## src/rtl/multi_alarm_ctrl.sv

```systemverilog
`default_nettype none
// ---------------------------------------------------------------------------
// multi_alarm_ctrl : N-slot alarm controller with shared stop/snooze buttons
// Revision 1.0
// ---------------------------------------------------------------------------
module multi_alarm_ctrl #(
  parameter int N_ALARM    = 4,
  parameter int SEC_W      = 17,
  parameter int DAY_SEC    = 86400,
  parameter int LEN_W      = 6,
  parameter int SNOOZE_SEC = 300,
  parameter int MAX_SNOOZE = 3,
  localparam int IDX_W     = (N_ALARM > 1) ? $clog2(N_ALARM) : 1
) (
  input  logic               clk,
  input  logic               rst,
  input  logic               tick_i,
  input  logic [SEC_W-1:0]   cur_sec_i,
  input  logic               cfg_we_i,
  input  logic [IDX_W-1:0]   cfg_idx_i,
  input  logic [SEC_W-1:0]   cfg_sec_i,
  input  logic [LEN_W-1:0]   cfg_len_i,
  input  logic               cfg_en_i,
  input  logic               stop_btn_i,
  input  logic               snooze_btn_i,
  output logic               sound_o,
  output logic [N_ALARM-1:0] ringing_o,
  output logic               active_valid_o,
  output logic [IDX_W-1:0]   active_idx_o
);

  localparam int CNT_W = (MAX_SNOOZE > 0) ? $clog2(MAX_SNOOZE + 1) : 1;
  localparam logic [CNT_W-1:0] MAX_CNT = CNT_W'(MAX_SNOOZE);
  localparam logic [SEC_W:0]   SNZ_ADD = (SEC_W + 1)'(SNOOZE_SEC);
  localparam logic [SEC_W:0]   DAY_EXT = (SEC_W + 1)'(DAY_SEC);

  typedef enum logic [1:0] {
    S_IDLE    = 2'd0,
    S_RINGING = 2'd1,
    S_SNOOZED = 2'd2
  } state_e;

  logic             stop_q, snooze_q;
  logic             stop_edge, snooze_edge;
  logic             sec_ok;
  logic [SEC_W:0]   snz_sum;
  logic [SEC_W:0]   snz_red;
  logic [SEC_W-1:0] snz_target;

  always_ff @(posedge clk) begin
    if (rst) begin
      stop_q   <= 1'b0;
      snooze_q <= 1'b0;
    end else begin
      stop_q   <= stop_btn_i;
      snooze_q <= snooze_btn_i;
    end
  end

  assign stop_edge   = stop_btn_i & ~stop_q;
  assign snooze_edge = snooze_btn_i & ~snooze_q;

  // Out-of-day seconds must never alias onto a stored target.
  assign sec_ok     = ({1'b0, cur_sec_i} < DAY_EXT);
  assign snz_sum    = {1'b0, cur_sec_i} + SNZ_ADD;
  assign snz_red    = (snz_sum >= DAY_EXT) ? (snz_sum - DAY_EXT) : snz_sum;
  assign snz_target = snz_red[SEC_W-1:0];

  generate
    for (genvar i = 0; i < N_ALARM; i++) begin : g_slot
      state_e           state_q, state_d;
      logic             en_q, en_d;
      logic [SEC_W-1:0] tgt_q, tgt_d, snz_sec_q, snz_sec_d;
      logic [LEN_W-1:0] len_q, len_d, remain_q, remain_d;
      logic [CNT_W-1:0] snz_cnt_q, snz_cnt_d;
      logic             cfg_hit, serviced;

      assign cfg_hit  = cfg_we_i && (cfg_idx_i == IDX_W'(i));
      // active_idx is derived from the pre-edge state, so a press only
      // reaches a slot that was already ringing.
      assign serviced = active_valid_o && (active_idx_o == IDX_W'(i)) &&
                        (stop_edge || snooze_edge);

      always_ff @(posedge clk) begin
        if (rst) begin
          state_q   <= S_IDLE;
          en_q      <= 1'b0;
          tgt_q     <= '0;
          len_q     <= '0;
          remain_q  <= '0;
          snz_sec_q <= '0;
          snz_cnt_q <= '0;
        end else begin
          state_q   <= state_d;
          en_q      <= en_d;
          tgt_q     <= tgt_d;
          len_q     <= len_d;
          remain_q  <= remain_d;
          snz_sec_q <= snz_sec_d;
          snz_cnt_q <= snz_cnt_d;
        end
      end

      always_comb begin
        state_d   = state_q;
        en_d      = en_q;
        tgt_d     = tgt_q;
        len_d     = len_q;
        remain_d  = remain_q;
        snz_sec_d = snz_sec_q;
        snz_cnt_d = snz_cnt_q;
        if (cfg_hit) begin
          en_d      = cfg_en_i;
          tgt_d     = cfg_sec_i;
          len_d     = cfg_len_i;
          state_d   = S_IDLE;
          snz_cnt_d = '0;
        end else if (serviced) begin
          if (stop_edge || (snz_cnt_q >= MAX_CNT)) begin
            state_d = S_IDLE;
          end else begin
            state_d   = S_SNOOZED;
            snz_sec_d = snz_target;
            snz_cnt_d = snz_cnt_q + 1'b1;
          end
        end else if (tick_i) begin
          case (state_q)
            S_IDLE: begin
              if (en_q && sec_ok && (cur_sec_i == tgt_q)) begin
                state_d   = S_RINGING;
                remain_d  = len_q;
                snz_cnt_d = '0;
              end
            end
            S_SNOOZED: begin
              if (sec_ok && (cur_sec_i == snz_sec_q)) begin
                state_d  = S_RINGING;
                remain_d = len_q;
              end else if (!en_q) begin
                state_d = S_IDLE;
              end
            end
            S_RINGING: begin
              // A zero length rings until a button services the slot.
              if (len_q != '0) begin
                if (remain_q == LEN_W'(1)) state_d = S_IDLE;
                else                       remain_d = remain_q - 1'b1;
              end
            end
            default: state_d = S_IDLE;
          endcase
        end
      end

      assign ringing_o[i] = (state_q == S_RINGING);
    end
  endgenerate

  always_comb begin
    active_idx_o = '0;
    for (int k = N_ALARM - 1; k >= 0; k--) begin
      if (ringing_o[k]) active_idx_o = IDX_W'(k);
    end
  end

  assign active_valid_o = |ringing_o;
  assign sound_o        = |ringing_o;

endmodule
`default_nettype wire

```

## config.mk

```make
export PLATFORM = sky130hd
export DESIGN_NAME = multi_alarm_ctrl
export DESIGN_NICKNAME = d
export VERILOG_FILES = /design/src/rtl/multi_alarm_ctrl.sv
export SDC_FILE = /design/constraint.sdc
export NUM_CORES = 1
export LEC_CHECK = 0
export ABC_AREA = 1
export BUFFER_PORTS_ARGS = -buffer_cell sky130_fd_sc_hd__buf_2
export CAP_MARGIN = 15
export CORE_AREA = 10 10 201 203
export DETAILED_ROUTE_END_ITERATION = 7
export DIE_AREA = 0 0 211 213
export SETUP_SLACK_MARGIN = 0.1
export SLEW_MARGIN = 20
export SYNTH_ARGS = -nofsm -noshare
export SYNTH_HDL_FRONTEND = slang
export SYNTH_SLANG_ARGS = --single-unit
```

## constraint.sdc

```tcl
create_clock -name clk -period 2.6 [get_ports clk]
set_input_delay 0.26 -clock clk [delete_from_list [all_inputs] [get_ports clk]]
set_output_delay 0.26 -clock clk [all_outputs]
set_load 0.01 [all_outputs]
```

### Word level (Yosys, flattened, before mapping)

Index checks and enable logic that the tools add are counted.

* $mul: 0
* shift operators: 0
* div/mod/pow operators: 0
* $add $sub $neg: 10
* reduce and logical (&&, ||, !) cells: 76
* bitwise operators: 16
* order comparisons: 6
* mux-type cells: 81
* eq/ne operators: 62

Operator list (count)
* 17-bit == test: 8
* 2-bit two-way mux: 56
* 6-bit two-way mux: 16
* 6-bit case mux with 3 select lines: 4
* 2-bit != test, second input constant: 16
* 8-bit AND reduction: 4
* 6-bit by 1-bit == test with 1-bit output, second input constant: 4
* 1-bit logical AND: 24
* 3-bit by 1-bit != test with 1-bit output, second input constant: 8
* 2-bit case mux with 3 select lines: 4
* 2-bit nonzero test: 12
* 6-bit nonzero test: 4
* 6-bit by 1-bit subtractor with 6-bit output, second input constant: 4
* 5-bit AND reduction: 4
* 17-bit by 9-bit adder with 18-bit output, second input constant: 1
* 18-bit by 17-bit greater-or-equal comparator with 1-bit output, second input constant: 1
* 17-bit < comparator, second input constant: 1
* 17-bit two-way mux: 1
* 17-bit subtractor, second input constant: 1
* 2-bit == test, second input constant: 8
* 4-bit != test, second input constant: 4
* 4-bit AND reduction: 4
* 1-bit NOT: 14
* 2-bit by 1-bit == test with 1-bit output, second input constant: 6
* other kinds (11): 42

* bits in registers: 206
* bits in writable memories: 0
* latch bits: 0
* bits of input ports: 49
* bits in read-only memories: 0
* word-level logic and storage cells: 281
* output and inout port bits: 8
* memories: 0

### Depth between registers and ports, before layout

* depth in word-level cells: 10
* depth in mapped cells: 20
* depth with buffers taken out: 19

### Worst setup path after synthesis

OpenSTA, ideal clock, no wires.

* path kind: input port to flip-flop
* start: in cur_sec_i[3]
* end: reg g_slot[0].snz_sec_q[13]
* setup slack: 0.414 ns
* data arrival time: 2.077 ns
* required time: 2.491 ns
* cell stages on the path: 20
* path buffers: 1
* setup time: 0.109 ns
* cells stage by stage: buf_6 inv_1 ha_1 inv_1 nand2_4 nand2_4 nand2_2 nand2_2 and2_1 inv_1 ha_1 nand3b_1 nor2_1 nor2_1 nand2_1 nand2_1 nand2_2 nand3_1 nand2_1 inv_1

* word-level cells in the longest chain between the ends: 3
* elaborated cells between the ends (all ways): 4
* those cells by class: 2 x add/sub; 1 x order compare; 1 x mux

Ends and longest elaborated chain
* from (decl): RTL line 18 `input logic [SEC_W-1:0] cur_sec_i,`
* 17-bit by 9-bit adder with 18-bit output *: RTL line 65 `assign snz_sum = {1'b0, cur_sec_i} + SNZ_ADD;`
* 17-bit subtractor / 18-bit by 17-bit greater-or-equal comparator with 1-bit output (equally long branches): RTL line 66 `assign snz_red = (snz_sum >= DAY_EXT) ? (snz_sum - DAY_EXT) : snz_sum;`
* 17-bit two-way mux *: RTL line 66
* to (signal assigned): RTL line 99 `snz_sec_q <= snz_sec_d;`
* to (decl): RTL line 73 `logic [SEC_W-1:0] tgt_q, tgt_d, snz_sec_q, snz_sec_d;`

Mark *: on every way between the ends. The rest lies on a longest branch, timed or not.
A chain may end at the register's enable or synchronous reset.

### Worst setup path in the final report

* start: reg g_slot[0].state_q[1]
* end: out active_idx_o[0]

* word-level cells in the longest chain between the ends: 2

Ends and longest elaborated chain
* from (decl): RTL line 71 `state_e state_q, state_d;`
* from (signal assigned): RTL line 94 `state_q <= state_d;`
* 2-bit by 1-bit == test with 1-bit output: RTL line 155 `assign ringing_o[i] = (state_q == S_RINGING);`
* 2-bit two-way mux: RTL line 162 `if (ringing_o[k]) active_idx_o = IDX_W'(k);`
* to (decl): RTL line 29 `output logic [IDX_W-1:0] active_idx_o`

No other way between the ends.

==> results.yml <==
grt:
  grt_max_degree: 45
  first_global_vias: 10762
  grt_first_pass_wirelength_um: 59800
  antenna_found_initial: 0
  grt_overflow_total: 0
  grt_usage: 0.166
die:
  die_x_um: 211
  start_util: 0.316
  die_y_um: 213
  std_cell_rows: 70
  dieArea_um2: 44900
  core-area_um2: 36300
  io_pins: 57
critical_path:
  slowest_stage: "dfxtp_1"
  endpoint_kind: "output port"
  critPathLaunchType: "flop"
  worstReg2RegStart: "g_slot[0].snz_sec_q[12]"
  arrival_ps: 1980
  critical_path.top_delay_family: "buffers and inverters"
  critical_path_buf_inv_count: 3
  reg2reg_depth: 11
  cpPeakStageDelay_ps: 350
  crit_fanout: 12
  rrSetupSlack_ps: 410
  path_class: "flop to output port"
  crit_chain: "inv_1, nand2_2, clkinvlp_4, o21ai_0, buf_2"
  r2r-end: "g_slot[0].remain_q[0]"
  critPathRequiredTime_ps: 2340
place:
  routabilityCongestion: 0.916
  dp_slack_ps: 241
  dp_hpwl_um: 28400
  io_buffers: 56
cts:
  post_cts_buffers: 0
  h-tree-depth: 1
  cts.clk_slew.worst_paths_ps: 60
  tritoncts: "built"
  cts-buffers-inserted: 25
  cts_sinks: 206
  clockRootBuffer: "clkbuf_16"
  cts_buffer_depth: 3
  insertion_delay_ps: 530
synth:
  synth-seq-cells: 206
  ys_async_sr_fraction: 0
  syn_inst: 1753
  synth_edf_count: 0
  synth_top_area_frac: 0.360
  synth_top_family_by_area: "simple AND/OR/NAND/NOR gates"
  muxShareOfSynthArea: 0
  synth-xor-area-share: 0.0490
  syn_area_um2: 11400
  ys_dominant_reg_cell: "dfxtp_1"
  ys_warn_count: 0
  synth_compound_gate_area_share: 0.166
  synth_seq_area_share: 0.360
  synthSimpleGateAreaFrac: 0.306
  yosysTopAreaCell: "dfxtp_1"
  synth_area_leaders: "dfxtp_1 36%, nor2_1 10%, nand2_1 9.2%"
  synth_cell_types: 46
  synth_fa_ha_area_frac: 0.0153
  syn_area_per_cell_um2: 6.53
  syn-num-nets: 1816
pwr:
  ir_drop_mv: 0.421
  cellPowerDensity_nw_per_um2: 597
  leakage_nw: 5.97
route:
  first_pass_iters: 5
  routed_wl_um: 38200
  vias: 11595
  routed_via_density: 5.04
  wl_per_cell_um: 16.6
  drtAntennaViolNets: 0
  drt_iter0_drc: 1067
  drc: 0
hold_path:
  hold_path_depth: 3
  hp-start: "cfg_sec_i[4]"
  hold-path-endpoint: "g_slot[0].tgt_q[4]"
  hold_class: "input port to flop"
final_layout:
  final_common_cell: "nor2_1"
  syn2layout_area_growth_pct: 16.8
  finalNetCount: 1879
  diodes: 0
  final_util: 0.368
  drive_gt1_frac: 0.117
  layout_common_cells: "306 x nor2_1, 278 x nand2_1, 206 x dfxtp_1"
job:
  cap_viol_max_count: 0
timing:
  drv_slew: 0
  hold_violations: 0
  tightest_slew_ps: 586
  setup-violations-final: 0
  rsz0062_at_grt: "no"
  fin_ws_ps: 358
  worst_clock_skew_ps: 12.9
  min_period_ps: 2240
  slew_headroom: 0.609
  min_period_over_period: 0.862
  tns_ps: 0
  fmax_mhz: 446
outcome:
  run_status: "complete, no violations"
report_power, final:
part	internal [mW]	switching, mW	leakage [nW]
clock network	2.41	1.40	0.446
logic	0.280	0.596	3.86
registers	3.24	0.0491	1.67
total	5.92	2.05	5.97
per-stage QoR:
stage / power, mW / cell area [um2] / cells / hold slack, ps
detailed placement: 4.21 / 12400 / 2255 / 453
global placement: 4.21 / 12400 / 2255 / 445
finish: 7.97 / 13400 / 2302 / 17.5
floorplan: 3.89 / 11400 / 1753 / 367
global route: 8.25 / 13400 / 2302 / 31.9
CTS: 8.03 / 13300 / 2302 / 3.89
logic make-up after synthesis:
| group | count (synthesis) |
|---|---|
| AOI/OAI and AO/OA | 367 |
| xor gates and xnor gates | 64 |
| adders and majority gates | 14 |
| buffers and inverters | 293 |
| DFF | 206 |
| and+or+nand+nor | 809 |
area by class of cell:
class	count	area (um2)
tap	468	586
sequential	206	4120
multi-input combinational	1254	6160
clock buffer	38	764
timing repair buffer	113	776
clock inverter	7	135
fill	3971	22900
inverter	216	816
how the worst max path moves through the flow:
stage	slack, ps	startpoint	cells after the start	endpoint
after floorplan	410	cur_sec_i[3]	20	g_slot[0].snz_sec_q[13]
after global placement	250	cur_sec_i[2]	15	g_slot[3].snz_sec_q[11]
after detailed placement	240	cur_sec_i[2]	20	g_slot[0].snz_sec_q[13]
after CTS	120	g_slot[0].state_q[1]	5	active_idx_o[0]
after global routing	140	g_slot[0].state_q[1]	13	g_slot[2].snz_sec_q[7]
final	360	g_slot[0].state_q[1]	5	active_idx_o[0]
flip-flops by register name (all words and copies together), names as in the netlist, 4 cells and up:
name	cells
g_slot.len_q	24
g_slot.remain_q	24
g_slot.snz_cnt_q	8
g_slot.tgt_q	68
g_slot.snz_sec_q	68
g_slot.state_q	8
g_slot.en_q	4
synth_stat cells (2+ instances only):
master,n
nor2_2,2
nand3b_1,2
o211ai_1,2
nor2_4,4
or2_2,6
clkinv_1,2
buf_2,19
nand2_2,14
inv_2,16
and2_1,2
nor4_1,2
nor2_1,308
xnor2_1,27
a31oi_1,4
o21bai_1,3
buf_4,11
nand2_4,2
a21oi_1,126
clkbuf_1,43
o21ai_0,192
buf_6,2
nand2_1,280
ha_1,14
buf_1,2
nand3_1,101
nand4_1,46
and3_1,2
o22ai_1,15
inv_1,198
xor2_1,37
nand3_2,5
nor3_1,28
o21ai_1,17
dfxtp_1,206
o21a_1,2
tightest hold or removal path, delay by kind of cell:
family	cells	cell delay (ps)
AND/OR/NAND/NOR	2	130
buffers and inverters	1	110
metal layers:
metal | global-route usage | up-vias | wire length, um
met5 | 0 | - | 0
met2 | 0.265 | 359 | 17100
li1 | - | 5793 | -
met4 | 0.0477 | 0 | 860
met1 | 0.225 | 5394 | 17700
met3 | 0.0282 | 49 | 2550
repair_timing:
action                     4_1_cts  5_1_grt
setup endpoints to repair        0       12
hold endpoints to repair         2        0
resized for setup                0        4
hold buffers                     2        0
(Power assumes the default switching activity.)
